===== config.mk =====
export PLATFORM = sky130hd
export DESIGN_NAME = orb_frame_rx_flat
export DESIGN_NICKNAME = d
export VERILOG_FILES = /design/src/rtl/orb_frame_rx_if.sv /design/src/rtl/orb_frame_rx.sv /design/src/flat_wrapper.sv
export SDC_FILE = /design/constraint.sdc
export NUM_CORES = 1
export LEC_CHECK = 0
export BUFFER_PORTS_ARGS = -buffer_cell sky130_fd_sc_hd__buf_4
export CAP_MARGIN = 20
export CELL_PAD_IN_SITES_DETAIL_PLACEMENT = 2
export CELL_PAD_IN_SITES_GLOBAL_PLACEMENT = 2
export CORE_ASPECT_RATIO = 2
export CORE_MARGIN = 3
export CORE_UTILIZATION = 35
export DETAILED_ROUTE_END_ITERATION = 8
export PLACE_DENSITY_LB_ADDON = 0.3
export SYNTH_ARGS = -nofsm -noshare
export SYNTH_HDL_FRONTEND = slang
export SYNTH_SLANG_ARGS = --single-unit

===== constraint.sdc =====
create_clock -name clk -period 2.8 [get_ports clk]
set_input_delay 0.56 -clock clk [delete_from_list [all_inputs] [get_ports clk]]
set_output_delay 0.56 -clock clk [all_outputs]
set_load 0.005 [all_outputs]

===== src/rtl/orb_frame_rx_if.sv =====
// Serial-in / word-out bundle for the orbit frame receiver.
// The master drives the bit stream; the slave (receiver) returns framed words.
interface orb_frame_rx_if #(
    parameter int WORD_W = 12,
    parameter int ADDR_W = 11
);
    logic              bit_en;
    logic              serial_in;
    logic [WORD_W-1:0] word_data;
    logic              word_valid;
    logic [ADDR_W-1:0] word_addr;
    logic              frame_start;
    logic              locked;
    logic [15:0]       frame_cnt;

    modport master (
        output bit_en, serial_in,
        input  word_data, word_valid, word_addr, frame_start, locked, frame_cnt
    );

    modport slave (
        input  bit_en, serial_in,
        output word_data, word_valid, word_addr, frame_start, locked, frame_cnt
    );
endinterface


===== src/rtl/orb_frame_rx.sv =====
// Orbit serial frame receiver: sliding marker search, confirmation over CONFIRM
// frames, then word/frame delivery while locked, dropping lock after MISS_MAX misses.
module orb_frame_rx #(
    parameter int                WORD_W      = 12,
    parameter int                FRAME_WORDS = 2048,
    parameter int                ADDR_W      = 11,
    parameter logic [WORD_W-1:0] SYNC_WORD   = 12'hF1B,
    parameter int                CONFIRM     = 2,
    parameter int                MISS_MAX    = 3
) (
    input logic           clk,
    input logic           reset,
    orb_frame_rx_if.slave bus
);
    localparam int SCNT_W = $clog2(WORD_W + 1);
    localparam int BCNT_W = $clog2(WORD_W);
    localparam int HIT_W  = $clog2(CONFIRM + 1);
    localparam int MISS_W = $clog2(MISS_MAX + 1);

    typedef enum logic [1:0] {SEARCH, CHECK, LOCK} state_t;

    state_t              state_q, state_d;
    logic [WORD_W-1:0]   sr_q, sr_d;
    logic [SCNT_W-1:0]   scnt_q, scnt_d;
    logic [BCNT_W-1:0]   bcnt_q, bcnt_d;
    logic [ADDR_W-1:0]   widx_q, widx_d;
    logic [HIT_W-1:0]    hit_q, hit_d;
    logic [MISS_W-1:0]   miss_q, miss_d;
    logic [15:0]         fcnt_q, fcnt_d;
    logic [WORD_W-1:0]   wdata_q, wdata_d;
    logic [ADDR_W-1:0]   waddr_q, waddr_d;
    logic                wvalid_q, wvalid_d;
    logic                fstart_q, fstart_d;
    logic                locked_q, locked_d;
    logic                word_done;
    logic                is_hit;

    always_ff @(posedge clk) begin
        if (reset) begin
            state_q  <= SEARCH;
            sr_q     <= '0;
            scnt_q   <= '0;
            bcnt_q   <= '0;
            widx_q   <= '0;
            hit_q    <= '0;
            miss_q   <= '0;
            fcnt_q   <= '0;
            wdata_q  <= '0;
            waddr_q  <= '0;
            wvalid_q <= 1'b0;
            fstart_q <= 1'b0;
            locked_q <= 1'b0;
        end else begin
            state_q  <= state_d;
            sr_q     <= sr_d;
            scnt_q   <= scnt_d;
            bcnt_q   <= bcnt_d;
            widx_q   <= widx_d;
            hit_q    <= hit_d;
            miss_q   <= miss_d;
            fcnt_q   <= fcnt_d;
            wdata_q  <= wdata_d;
            waddr_q  <= waddr_d;
            wvalid_q <= wvalid_d;
            fstart_q <= fstart_d;
            locked_q <= locked_d;
        end
    end

    always_comb begin
        state_d   = state_q;
        sr_d      = sr_q;
        scnt_d    = scnt_q;
        bcnt_d    = bcnt_q;
        widx_d    = widx_q;
        hit_d     = hit_q;
        miss_d    = miss_q;
        fcnt_d    = fcnt_q;
        wdata_d   = wdata_q;
        waddr_d   = waddr_q;
        wvalid_d  = 1'b0;
        fstart_d  = 1'b0;
        word_done = 1'b0;
        is_hit    = 1'b0;

        if (bus.bit_en) begin
            sr_d = {sr_q[WORD_W-2:0], bus.serial_in};
            if (state_q == SEARCH) begin
                // scnt saturates at WORD_W; the current bit completes a full window at WORD_W-1
                if (scnt_q != SCNT_W'(WORD_W))
                    scnt_d = scnt_q + 1'b1;
                if (scnt_q >= SCNT_W'(WORD_W - 1) && sr_d == SYNC_WORD) begin
                    state_d = CHECK;
                    bcnt_d  = '0;
                    widx_d  = ADDR_W'(1);
                    hit_d   = HIT_W'(1);
                end
            end else begin
                word_done = (bcnt_q == BCNT_W'(WORD_W - 1));
                bcnt_d    = word_done ? '0 : bcnt_q + 1'b1;
                if (word_done) begin
                    widx_d = (widx_q == ADDR_W'(FRAME_WORDS - 1)) ? '0 : widx_q + 1'b1;
                    is_hit = (sr_d == SYNC_WORD);
                    if (widx_q == '0) begin
                        if (state_q == CHECK) begin
                            if (is_hit) begin
                                hit_d = hit_q + 1'b1;
                                if (hit_d == HIT_W'(CONFIRM)) begin
                                    state_d = LOCK;
                                    miss_d  = '0;
                                end
                            end else begin
                                state_d = SEARCH;
                                scnt_d  = '0;
                            end
                        end else if (is_hit) begin
                            miss_d = '0;
                            fcnt_d = fcnt_q + 1'b1;
                        end else begin
                            miss_d = miss_q + 1'b1;
                            if (miss_d == MISS_W'(MISS_MAX)) begin
                                state_d = SEARCH;
                                scnt_d  = '0;
                            end
                        end
                    end
                    // Deliver the confirming marker and the lock-dropping word as well
                    if (state_q == LOCK || state_d == LOCK) begin
                        wvalid_d = 1'b1;
                        wdata_d  = sr_d;
                        waddr_d  = widx_q;
                        fstart_d = (widx_q == '0);
                    end
                end
            end
        end

        locked_d = (state_d == LOCK);
    end

    assign bus.word_data   = wdata_q;
    assign bus.word_valid  = wvalid_q;
    assign bus.word_addr   = waddr_q;
    assign bus.frame_start = fstart_q;
    assign bus.locked      = locked_q;
    assign bus.frame_cnt   = fcnt_q;
endmodule

===== src/flat_wrapper.sv =====
// flat-port wrapper written by rule: the top's interface ports become plain ports
module orb_frame_rx_flat 
#(
    parameter int                WORD_W      = 12,
    parameter int                FRAME_WORDS = 2048,
    parameter int                ADDR_W      = 11,
    parameter logic [WORD_W-1:0] SYNC_WORD   = 12'hF1B,
    parameter int                CONFIRM     = 2,
    parameter int                MISS_MAX    = 3
)
  (clk, reset, bus_bit_en, bus_serial_in, bus_word_data, bus_word_valid, bus_word_addr, bus_frame_start, bus_locked, bus_frame_cnt);
  orb_frame_rx_if #(.WORD_W(WORD_W), .ADDR_W(ADDR_W)) bus_i ();
  input logic clk;
  input logic reset;
  input wire logic [$bits(bus_i.bit_en)-1:0] bus_bit_en;
  input wire logic [$bits(bus_i.serial_in)-1:0] bus_serial_in;
  output wire logic [$bits(bus_i.word_data)-1:0] bus_word_data;
  output wire logic [$bits(bus_i.word_valid)-1:0] bus_word_valid;
  output wire logic [$bits(bus_i.word_addr)-1:0] bus_word_addr;
  output wire logic [$bits(bus_i.frame_start)-1:0] bus_frame_start;
  output wire logic [$bits(bus_i.locked)-1:0] bus_locked;
  output wire logic [$bits(bus_i.frame_cnt)-1:0] bus_frame_cnt;
  assign bus_i.bit_en = bus_bit_en;
  assign bus_i.serial_in = bus_serial_in;
  assign bus_word_data = bus_i.word_data;
  assign bus_word_valid = bus_i.word_valid;
  assign bus_word_addr = bus_i.word_addr;
  assign bus_frame_start = bus_i.frame_start;
  assign bus_locked = bus_i.locked;
  assign bus_frame_cnt = bus_i.frame_cnt;
  orb_frame_rx #(.WORD_W(WORD_W), .FRAME_WORDS(FRAME_WORDS), .ADDR_W(ADDR_W), .SYNC_WORD(SYNC_WORD), .CONFIRM(CONFIRM), .MISS_MAX(MISS_MAX)) u_core (.clk(clk), .reset(reset), .bus(bus_i));
endmodule

==> Word level (Yosys, flattened, before mapping) <==
Index checks and enable logic that the tools add are counted.
{ "word_totals": {"register_bits": 78, "inputBits": 4, "elab_cells": 97} }
{ "classes": {"n_addsub": 6, "n_lt_le_gt_ge": 1, "eq_ne": 15, "n_mux": 39, "bitwise_logic": 5, "reduce_logical": 18} }
{ "op_table": {"columns": ["cell", "n"], "rows": [
  ["two-way mux 2 bit", 23],
  ["two-way mux 11 bit", 4],
  ["two-way mux 4 bit", 11],
  ["AND reduction 6 bit", 4],
  ["adder 16 x 1 -> 16 bit (second input constant)", 1],
  ["== test 12 bit (second input constant)", 1],
  ["adder 11 x 1 -> 11 bit (second input constant)", 1],
  ["== test 11 bit (second input constant)", 1],
  ["zero test 11 bit", 1],
  ["== test 2 bit (second input constant)", 5],
  ["adder 4 x 1 -> 4 bit (second input constant)", 2],
  ["nonzero test 2 bit", 4],
  ["!= test 2 bit (second input constant)", 3],
  ["inverter 1 bit", 5],
  ["OR reduction 5 bit", 1],
  ["adder 2 x 1 -> 2 bit (second input constant)", 2],
  ["== test 4 bit (second input constant)", 1],
  [">= comparator 4 bit (second input constant)", 1],
  ["!= test 2 x 1 -> 1 bit (second input constant)", 2],
  ["!= test 4 bit (second input constant)", 1],
  ["AND reduction 4 bit", 1],
  ["OR reduction 4 bit", 1],
  ["AND reduction 3 bit", 1],
  ["nonzero test 3 bit", 1],
  ["6 further kinds", 6]
]} }

==> Longest topological paths before layout <==
Gate-level depths: netlist of the first run.
{ "depth": {"ltp_word": 13, "depth_mapped": 8, "mapped_depth_nobuf": 7} }

==> Worst setup path after synthesis of the first run <==
No wires, ideal clock.
{ "synth_path": {"kind": "register to register", "from": "reg u_core.widx_q[3]", "to": "reg u_core.fcnt_q[6], in the netlist u_core.bus.frame_cnt[6]", "arrival_time_ns": 2.099, "required_ns": 2.672, "slack_ns": 0.574, "stages_incl_launch_ff": 8, "period_less_slack_ns": 2.226, "cell_sequence": "dfxtp_1 > buf_6 > or4_4 > or4_4 > buf_6 > nor4_2 > xnor2_1 > nor2_1"} }
{ "synth_between": {"elab_chain_len": 2} }
{ "synth_lines": {"columns": ["item", "line_no", "rtl"], "rows": [
  ["from (decl)", "orb_frame_rx.sv:26", "logic [ADDR_W-1:0] widx_q, widx_d;"],
  ["from (signal assigned)", "orb_frame_rx.sv:58", "widx_q <= widx_d;"],
  ["zero test 11 bit", "orb_frame_rx.sv:104", "if (widx_q == '0) begin"],
  ["AND reduction 6 bit (no line)", null, null],
  ["to (signal assigned)", "orb_frame_rx.sv:61", "fcnt_q <= fcnt_d;"],
  ["to (decl)", "orb_frame_rx.sv:29", "logic [15:0] fcnt_q, fcnt_d;"]
]} }
Every way passes these cells.
A chain may end at the register's enable or synchronous reset.

==> Worst setup path in the final report of the first run <==
{ "layout_path": {"from": "reg u_core.widx_q[3]", "to": "reg u_core.fcnt_q[12], in the netlist u_core.bus.frame_cnt[12]"} }
The elaborated chain is that of the path after synthesis.

==> results of run 1 <==
## tightest hold or removal path, cell delays in order, from the launching register on
cell and delay, ps:
dfxtp_1 310, o21ai_0 70, a21oi_1 60
## kinds of logic (layout without fill, tap and decap cells)
| kind of cell | Yosys count | count (layout) | share of synthesized area [%] |
|---|---|---|---|
| buf+inv | 41 | 87 | 4.64 |
| xor+xnor | 12 | 12 | 2.89 |
| flops | 78 | 78 | 42.9 |
| simple gates | 158 | 158 | 24.4 |
| fa+ha+maj | 8 | 8 | 2.75 |
| compound gates | 112 | 112 | 18.5 |
| mux | 14 | 14 | 3.85 |
## area by class of cell
type	instances	share of cell area, %
Multi-Input combinational cell	304	42.8
Sequential cell	78	34.9
Timing Repair Buffer	56	9.38
Clock buffer	10	5.33
Tap cell	135	3.77
Clock inverter	6	2.57
Inverter	15	1.26
## stage by stage
stage / area [um2] / power, W / std cells / setup WS, ps
2_1_floorplan: 3640 / 0.00117 / 423 / 574
3_3_place_gp: 4120 / 0.00119 / 588 / 188
3_5_place_dp: 4120 / 0.00119 / 588 / 81.6
4_1_cts: 4480 / 0.00259 / 604 / 215
5_1_grt: 4480 / 0.00264 / 604 / 75.5
6_report: 4480 / 0.00257 / 604 / 231
## repair_timing
item                                    4_1_cts  5_1_grt
hold buffers                                  0        0
resized for setup                             0        1
setup buffers                                 0        0
endpoints found under the setup margin        0        1
## power by group
group | total, W | switching [W] | internal (W)
clock network | 0.00141 | 0.000504 | 0.000902
logic | 0.0000462 | 0.0000330 | 0.0000132
registers | 0.00112 | 0.00000486 | 0.00111
## state kept, by name, summed over array words and instances, names as in the netlist
name                    flops
u_core.scnt_q               4
u_core.sr_q                11
u_core.bus.locked           1
u_core.bus.word_data       12
u_core.bus.word_addr       11
u_core.bus.frame_start      1
u_core.bus.word_valid       1
u_core.bus.frame_cnt       16
u_core.miss_q               2
u_core.widx_q              11
u_core.state_q              2
u_core.hit_q                2
u_core.bcnt_q               4
## cell usage after synthesis, drive strengths merged, types with 2 or more instances
cell / number / area (um2)
dfxtp: 78 / 1560
nor2: 44 / 165
a21oi: 40 / 200
nand3: 36 / 180
o21ai: 32 / 160
clkbuf: 21 / 78.8
inv: 15 / 56.3
mux2i: 14 / 140
nand2: 12 / 45.0
nor3: 12 / 65.1
nor4: 12 / 125
nand4: 10 / 62.6
ha: 8 / 100
xnor2: 8 / 70.1
a31oi: 7 / 43.8
a31o: 6 / 52.6
or4: 6 / 52.6
buf: 5 / 33.8
or3: 5 / 31.3
and3: 4 / 25.0
and4: 4 / 35.0
o211ai: 4 / 30.0
o31ai: 4 / 30.0
xor2: 4 / 35.0
a21o: 3 / 22.5
a41oi: 3 / 26.3
nand4b: 3 / 26.3
a211o: 2 / 17.5
a22oi: 2 / 15.0
nand3b: 2 / 15.0
nor2b: 2 / 12.5
o21a: 2 / 15.0
## path summary, 6_finish.rpt
check                                              from                  endpoint  slack [ps]  cells after the start
worst min-delay path            u_core.bus.word_addr[1]   u_core.bus.word_addr[1]         480                      2
worst max-delay path                   u_core.widx_q[3]  u_core.bus.frame_cnt[12]         230                      5
worst max register to register         u_core.widx_q[3]  u_core.bus.frame_cnt[12]         230                      5
worst min register to register  u_core.bus.word_addr[1]   u_core.bus.word_addr[1]         480                      2
## metal layers
metal	vias to the layer above	wire, um	track usage [%]
met4	0	344	9.54
met1	1757	4500	22.6
met2	52	7270	43.5
met5	-	0	0
li1	1634	-	-
met3	23	261	3.47
==> out/results.txt, run 1 <==
number of synthesized flops with an enable pin: 0
fin. max-slew vios: 0
grt total ovfl: 0
Core Rows: 52
library cells used by synthesis: 49
crit path DAT: 2850 ps
CP Launch Type: flop
Seq/Total Area, Yosys: 42.9%
RSZ-0062 raised after global routing: no
DIE AREA: 11700 um2
nets@finish: 476
# DRC: 0
core footprint: 10100 um2
commonest cells after routing, fill and taps aside: dfxtp_1 (78), buf_4 (56), nor2_1 (44)
CTS sink cnt: 78
initial core utilization: 35.8%
slew margin rel.: 44.6%
DR WL/cell: 20.5 um
f_max: 389 MHz
Area Growth Syn to Fin: 23.1%
final worst-path cycle share: 91.8%
Synth Cell Area: 3640 um2
vias per cell: 5.74
commonest non-fill, non-tap cell in the layout: dfxtp_1
CTS max path bufs: 2
TritonRoute pass-1 iters: 4
detailed placer's ending HPWL: 8.65 mm
H-tree depth: 3
min cycle time layout: 2570 ps
Skew-Pair Late Insertion Delay: 350 ps
Top delay family on crit path: simple AND/OR/NAND/NOR gates
Routed WL: 12.4 mm
count of final setup violators: 0
GRT Util Overall: 22.2%
Peak VDD IR: 0.000309 V
CP endpoint kind: flop
HP Class: flop to flop
CTS Buf Count: 9
Critical path buffers and inverters: 0
setup TNS: 0 ps
critical path, cell by cell: or4_4 > nor4_2 > nand4_1 > or4_1 > a21oi_1
fraction of layout cells with a size suffix above 1: 20.0%
Fin Hold WS: 483 ps
Hold Vio Cnt, Final: 0
first-pass GRT wire length: 20.4 mm
WP data required: 3080 ps
slowest stage delay, CP: 620 ps
worst setup path class: flop to flop
fillers: 1173
Synth Register Bits: 78
antenna diode count: 0
vias in the first global route: 3748
IO Count: 46
syn nets: 435
Slowest cell on crit path: or4_4
Die Y: 150 um
outcome: completed
Initial DRC Count: 177
largest net degree at the start of global routing: 50
skew final: 6.40 ps
PortBufs: 45
final core utilization: 44.1%
Die Width: 78.1 um
post-route ant nets: 0
worst-path fanout max: 8
P per Cell Area: 574 nW/um2
Yosys warnings: 0
Reg clk slew, reported paths: 70 ps
CTS Root Buffer Type: clkbuf_16
ys async rst share: 0%
CTS tree: done
Reg area: 1560 um2
worst slew pin tran: 828 ps
initial antenna violation count: 0
P_leak: 1.64 nW
Mapped Avg Cell Area: 8.60 um2
max_cap viols: 0
RePlAce Congestion: 0.825
Primary FF master, synth: dfxtp_1
Vias: 3466
multi-input logic area: 1920 um2
Cells after Synth: 423
Note: power is estimated with default switching activity, not from simulation.
==> run 2, diff against run 1 <==
- CELL_PAD_IN_SITES_DETAIL_PLACEMENT: 2 -> unset
- CELL_PAD_IN_SITES_GLOBAL_PLACEMENT: 2 -> unset
- CORE_UTILIZATION: 35 -> 52
==> run 2 against run 1 <==
Sequential cell count stayed put. Clock power shrank 26%. Fmax is 6.5% higher. Via count shrank 1.6%. Global-route usage is 2.8 points higher. Cell area decreased by 3.8%. Die area shrank 31%. Wire length fell by 23%. Sequential share of layout area up 1.4 points. First-iteration DRC count increased by 21%. Non-clock buffer count down 2. Register-to-register slack improved by 160 ps. Highest routed layer unchanged.
==> out/results.txt, run 2 (synthesis results as in run 1) <==
DR WL/cell: 17.2 um (-16%)
# DRC: 0 (unchanged)
Largest register FFs: 16 (unchanged)
fin. max-slew vios: 0 (unchanged)
Critical Path End: u_core.bus.frame_cnt[15]
antenna diode count: 0 (unchanged)
RePlAce Congestion: 0.975 (+18%)
Vias: 3409 (-1.6%)
Reg clk slew, reported paths: 50 ps (-20 ps)
GRT Util Overall: 25.0% (+2.8 points)
worst flop-to-flop path startpoint: u_core.widx_q[3]
vias per cell: 6.15 (+7.2%)
P_leak: 1.60 nW (-2.9%)
crit path DAT: 2660 ps (-190 ps)
Worst Reg2Reg Path Length in Cells: 5 (unchanged)
CTS Buf Count: 9 (unchanged)
Initial DRC Count: 215 (+21%)
Skew-Pair Late Insertion Delay: 330 ps (-20 ps)
CTS max path bufs: 2 (unchanged)
Core Rows: 42 (-19%)
Hold Vio Cnt, Final: 0 (unchanged)
vias in the first global route: 3300 (-12%)
detailed placer's ending HPWL: 6.78 mm (-22%)
worst-path fanout max: 11 (+3)
Die Width: 65.2 um (-17%)
fraction of layout cells with a size suffix above 1: 18.5% (-1.6 points)
worst slew pin tran: 798 ps (-30.0 ps)
P per Cell Area: 512 nW/um2 (-11%)
setup TNS: 0 ps (unchanged)
HP Class: flop to flop
RSZ-0062 raised after global routing: no
initial core utilization: 54.1% (+18 points)
nets@finish: 474 (-0.42%)
IO Count: 46 (unchanged)
largest net degree at the start of global routing: 45 (-10%)
f_max: 414 MHz (+6.5%)
Routed WL: 9.54 mm (-23%)
post-route ant nets: 0 (unchanged)
DIE AREA: 8100 um2 (-31%)
skew final: 3.34 ps (-3.06 ps)
commonest cells after routing, fill and taps aside: dfxtp_1 (78), buf_4 (54), nor2_1 (44)
PortBufs: 45 (unchanged)
worst setup path start: u_core.widx_q[3]
outcome: completed
reg-to-reg critical path endpoint: u_core.bus.frame_cnt[15]
Switching Share: 19.9% (-1.2 points)
final setup margin: 386 ps (+156 ps)
TritonRoute pass-1 iters: 4 (unchanged)
Peak VDD IR: 0.000431 V (+40%)
CTS tree: done
post-CTS sizing: 0 (unchanged)
CP endpoint kind: flop
Area Growth Syn to Fin: 18.5%
grt total ovfl: 0 (unchanged)
max_cap viols: 0 (unchanged)
slew margin rel.: 46.2% (+1.6 points)
dpl ws: 325 ps (+244 ps)
Combinational Power Share: 1.9% (about the same)
post-CTS setup buffers: 0 (unchanged)
initial antenna violation count: 0 (unchanged)
H-tree depth: 3 (unchanged)
Die Y: 124 um (-17%)
Worst R2R Setup Slack: 390 ps (+160 ps)
core footprint: 6730 um2 (-34%)
Clk pwr share: 47.4% (-7.3 points)
worst setup path class: flop to flop
cts hold-fix bufs: 0 (unchanged)
CP Launch Type: flop
count of final setup violators: 0 (unchanged)
commonest non-fill, non-tap cell in the layout: dfxtp_1
switching pwr: 0.000439 W (-19%)
fillers: 597 (-49%)
CTS Root Buffer Type: clkbuf_16
first-pass GRT wire length: 15.8 mm (-22%)
WP data required: 3050 ps (-30 ps)
share of power burned in registers: 50.7% (+7.2 points)
final worst-path cycle share: 86.2% (-5.6 points)
min cycle time layout: 2410 ps (-156 ps)
CTS sink cnt: 78 (unchanged)
Int Power: 0.00177 W (-13%)
## run 2: changes by cell type in the layout (fill, tap and decap cells not counted), sizes merged
cell / before / now
buf: 56 / 54
clkinv: 0 / 1
bufinv: 3 / 0
inv: 17 / 15
clkbuf: 10 / 14
clkinvlp: 1 / 0
## run 2: power by group through the flow
stage,Combinational (W),Clock [W],Sequential (W)
after floorplan,0.0000331,0,0.00114
after global placement,0.0000424,0,0.00114
after detailed placement,0.0000430,0,0.00114
after CTS,0.0000432,0.00108,0.00112
after global routing,0.0000483,0.00111,0.00112
final,0.0000427,0.00105,0.00112
## run 2: worst max-delay path, stage by stage, from the launching register on
cell     delay (ps)
dfxtp_1         380
or4_4           600
or4_4           650
nor3_2          360
nand4_1         150
a21oi_1         190
## run 2: cell type report
class	count	area [um2]	share of cell area, %
inverter	15	56.3	1.31
tap	88	110	2.55
clock buffer	14	264	6.12
timing repair buffer	54	405	9.40
clock inverter	1	5.00	0.116
sequential	78	1560	36.2
multi-input combinational	304	1910	44.3
## run 2: through the flow
step	utilization (%)	total power, W	cell area [um2]	std cells	hold slack, ps
2_1_floorplan	-	0.00117	3640	423	455
3_3_place_gp	60.1	0.00118	4040	539	466
3_5_place_dp	60.1	0.00119	4040	539	471
4_1_cts	64.1	0.00224	4310	554	478
5_1_grt	64.1	0.00228	4310	554	506
6_report	64.1	0.00221	4310	554	480
## run 2: layer usage
| layer | up-vias | part of all wire, % | GRT usage (%) |
|---|---|---|---|
| li1 | 1632 | - | - |
| met1 | 1626 | 35 | 25.2 |
| met2 | 116 | 56 | 45.6 |
| met3 | 35 | 4.5 | 5.32 |
| met4 | 0 | 5.1 | 14.3 |
| met5 | - | 0 | 0 |
## run 2: how the worst min path moves through the flow
stage / cells past startpoint / end / slack (ps) / startpoint
finish: 2 / u_core.bus.word_data[3] / 480 / u_core.bus.word_data[3]
global route: 2 / u_core.bus.word_addr[9] / 510 / u_core.bus.word_addr[9]
CTS: 2 / u_core.bus.word_data[10] / 480 / u_core.bus.word_data[10]
detailed placement: 2 / u_core.bus.word_data[10] / 470 / u_core.bus.word_data[10]
global placement: 2 / u_core.bus.word_data[3] / 470 / u_core.bus.word_data[3]
floorplan: 1 / u_core.hit_q[0] / 460 / u_core.hit_q[0]
==> run 3, diff against run 2 <==
- PLACE_DENSITY: unset -> 0.73
- PLACE_DENSITY_LB_ADDON: 0.3 -> unset
==> run 3 against run 2 <==
Power up 1.4%. First-iteration DRC count up 15%. Die area unchanged. Clock skew up 1.4 ps. Utilization up 0.46 points. Via count down 0.76%. Wire length up 1.3%. Combinational power up 2%. Hold slack worse by 4.4 ps. Cell count up 0.72%.
==> out/results.txt, run 3 (synthesis results as in run 1) <==
initial core utilization: 54.1% (unchanged)
grt total ovfl: 0 (unchanged)
HP Class: flop to flop
fraction of layout cells with a size suffix above 1: 19.6% (+1.1 points)
Core Rows: 42 (unchanged)
outcome: completed
Hold Vio Cnt, Final: 0 (unchanged)
switching pwr: 0.000489 W (+12%)
min cycle time layout: 2400 ps (-14.2 ps)
CTS sink cnt: 78 (unchanged)
antenna diode count: 0 (unchanged)
slew margin rel.: 47.0% (+0.75 points)
skew final: 4.73 ps (+1.39 ps)
core footprint: 6730 um2 (unchanged)
Combinational Power Share: 2.0% (about the same)
Int Power: 0.00175 W (-1.1%)
GRT Util Overall: 24.7% (-0.33 points)
largest net degree at the start of global routing: 55 (+22%)
H-tree depth: 3 (unchanged)
IO Count: 46 (unchanged)
f_max: 417 MHz (+0.59%)
Critical Path End: u_core.bus.frame_cnt[12]
P per Cell Area: 516 nW/um2 (+0.70%)
worst flop-to-flop path startpoint: u_core.widx_q[3]
Routed WL: 9.66 mm (+1.3%)
initial antenna violation count: 0 (unchanged)
worst setup path start: u_core.widx_q[3]
worst slew pin tran: 787 ps (-11.2 ps)
Initial DRC Count: 247 (+15%)
commonest cells after routing, fill and taps aside: dfxtp_1 (78), buf_4 (57), nor2_1 (44)
final worst-path cycle share: 85.7% (-0.51 points)
CTS Root Buffer Type: clkbuf_16
Area Growth Syn to Fin: 19.3%
RSZ-0062 raised after global routing: no
fin. max-slew vios: 0 (unchanged)
CTS tree: done
Reg clk slew, reported paths: 60 ps (about the same)
# DRC: 0 (unchanged)
commonest non-fill, non-tap cell in the layout: dfxtp_1
Die Y: 124 um (unchanged)
worst-path fanout max: 8 (-3)
CTS max path bufs: 2 (unchanged)
P_leak: 1.61 nW (+1.2%)
RePlAce Congestion: 1.02 (+4.5%)
Die Width: 65.2 um (unchanged)
detailed placer's ending HPWL: 7.02 mm (+3.6%)
Peak VDD IR: 0.000391 V (-9.4%)
count of final setup violators: 0 (unchanged)
post-CTS sizing: 0 (unchanged)
first-pass GRT wire length: 15.3 mm (-3.4%)
share of power burned in registers: 49.9% (-0.8 points)
max_cap viols: 0 (unchanged)
Largest register FFs: 16 (unchanged)
Worst Reg2Reg Path Length in Cells: 5 (unchanged)
DIE AREA: 8100 um2 (unchanged)
TritonRoute pass-1 iters: 4 (unchanged)
vias in the first global route: 3249 (-1.5%)
WP data required: 3070 ps (+20 ps)
vias per cell: 6.06 (-1.5%)
Clk pwr share: 48.1% (+0.7 points)
final core utilization: 64.5% (+0.46 points)
CP endpoint kind: flop
nets@finish: 477 (+0.63%)
Vias: 3383 (-0.76%)
CTS Buf Count: 9 (unchanged)
DR WL/cell: 17.3 um (+0.54%)
reg-to-reg critical path endpoint: u_core.bus.frame_cnt[12]
PortBufs: 45 (unchanged)
post-route ant nets: 0 (unchanged)
post-CTS setup buffers: 0 (unchanged)
CP Launch Type: flop
Switching Share: 21.8% (+2.0 points)
setup TNS: 0 ps (unchanged)
crit path DAT: 2670 ps (about the same)
cts hold-fix bufs: 0 (unchanged)
Worst R2R Setup Slack: 400 ps (about the same)
Skew-Pair Late Insertion Delay: 340 ps (about the same)
worst setup path class: flop to flop
[run 3: cell types whose count changed in the layout (fill, tap and decap cells not counted), sizes merged]
cell      before  now
clkinv         1    4
clkbuf        14   11
buf           54   57
clkinvlp       0    1
[run 3: how the worst min path moves through the flow]
stage	slack, ps	cells past startpoint	end	startpoint
floorplan	460	1	u_core.hit_q[0]	u_core.hit_q[0]
finish	480	2	u_core.bus.word_addr[5]	u_core.bus.word_addr[5]
CTS	480	2	u_core.bus.word_addr[5]	u_core.bus.word_addr[5]
detailed placement	470	2	u_core.bus.word_addr[5]	u_core.bus.word_addr[5]
global route	500	3	u_core.sr_q[0]	bus_serial_in
global placement	470	2	u_core.bus.word_data[2]	u_core.bus.word_data[2]
[run 3: worst max-delay path, stage by stage (launching register included)]
cell and delay [ps]:
dfxtp_1 370, or4_4 600, nor4_2 440, nand4_1 260, or4_1 520, a21oi_1 140
[run 3: layout make-up]
| cell class | count | area (um2) |
|---|---|---|
| repair buffers | 57 | 428 |
| clock buffers | 11 | 243 |
| well taps | 88 | 110 |
| inverters | 15 | 56.3 |
| fillers | 608 | 2380 |
| flip-flops and latches | 78 | 1560 |
| multi-input cells | 304 | 1910 |
| clock inverters | 5 | 35.0 |
[run 3: through the flow]
step / instance area [um2] / hold slack, ps / total power [W] / std cells / setup WS [ps]
2_1_floorplan: 3640 / 455 / 0.00117 / 423 / 574
3_3_place_gp: 4060 / 466 / 0.00119 / 542 / 463
3_5_place_dp: 4060 / 469 / 0.00119 / 542 / 448
4_1_cts: 4340 / 477 / 0.00225 / 558 / 409
5_1_grt: 4340 / 497 / 0.00231 / 558 / 295
6_report: 4340 / 475 / 0.00224 / 558 / 401
[run 3: per-layer routing]
layer,routed length (um),track usage [%],up-vias
li1,-,-,1633
met1,3390,22.8,1607
met2,5310,45.9,102
met3,373,6.68,41
met4,597,14.7,0
met5,0,0,-
[run 3: power groups by stage]
stage	combinational [W]	sequential, W	clock, W
finish	0.0000437	0.00112	0.00108
global route	0.0000487	0.00112	0.00114
detailed placement	0.0000434	0.00114	0
CTS	0.0000437	0.00112	0.00109
global placement	0.0000433	0.00114	0
floorplan	0.0000331	0.00114	0
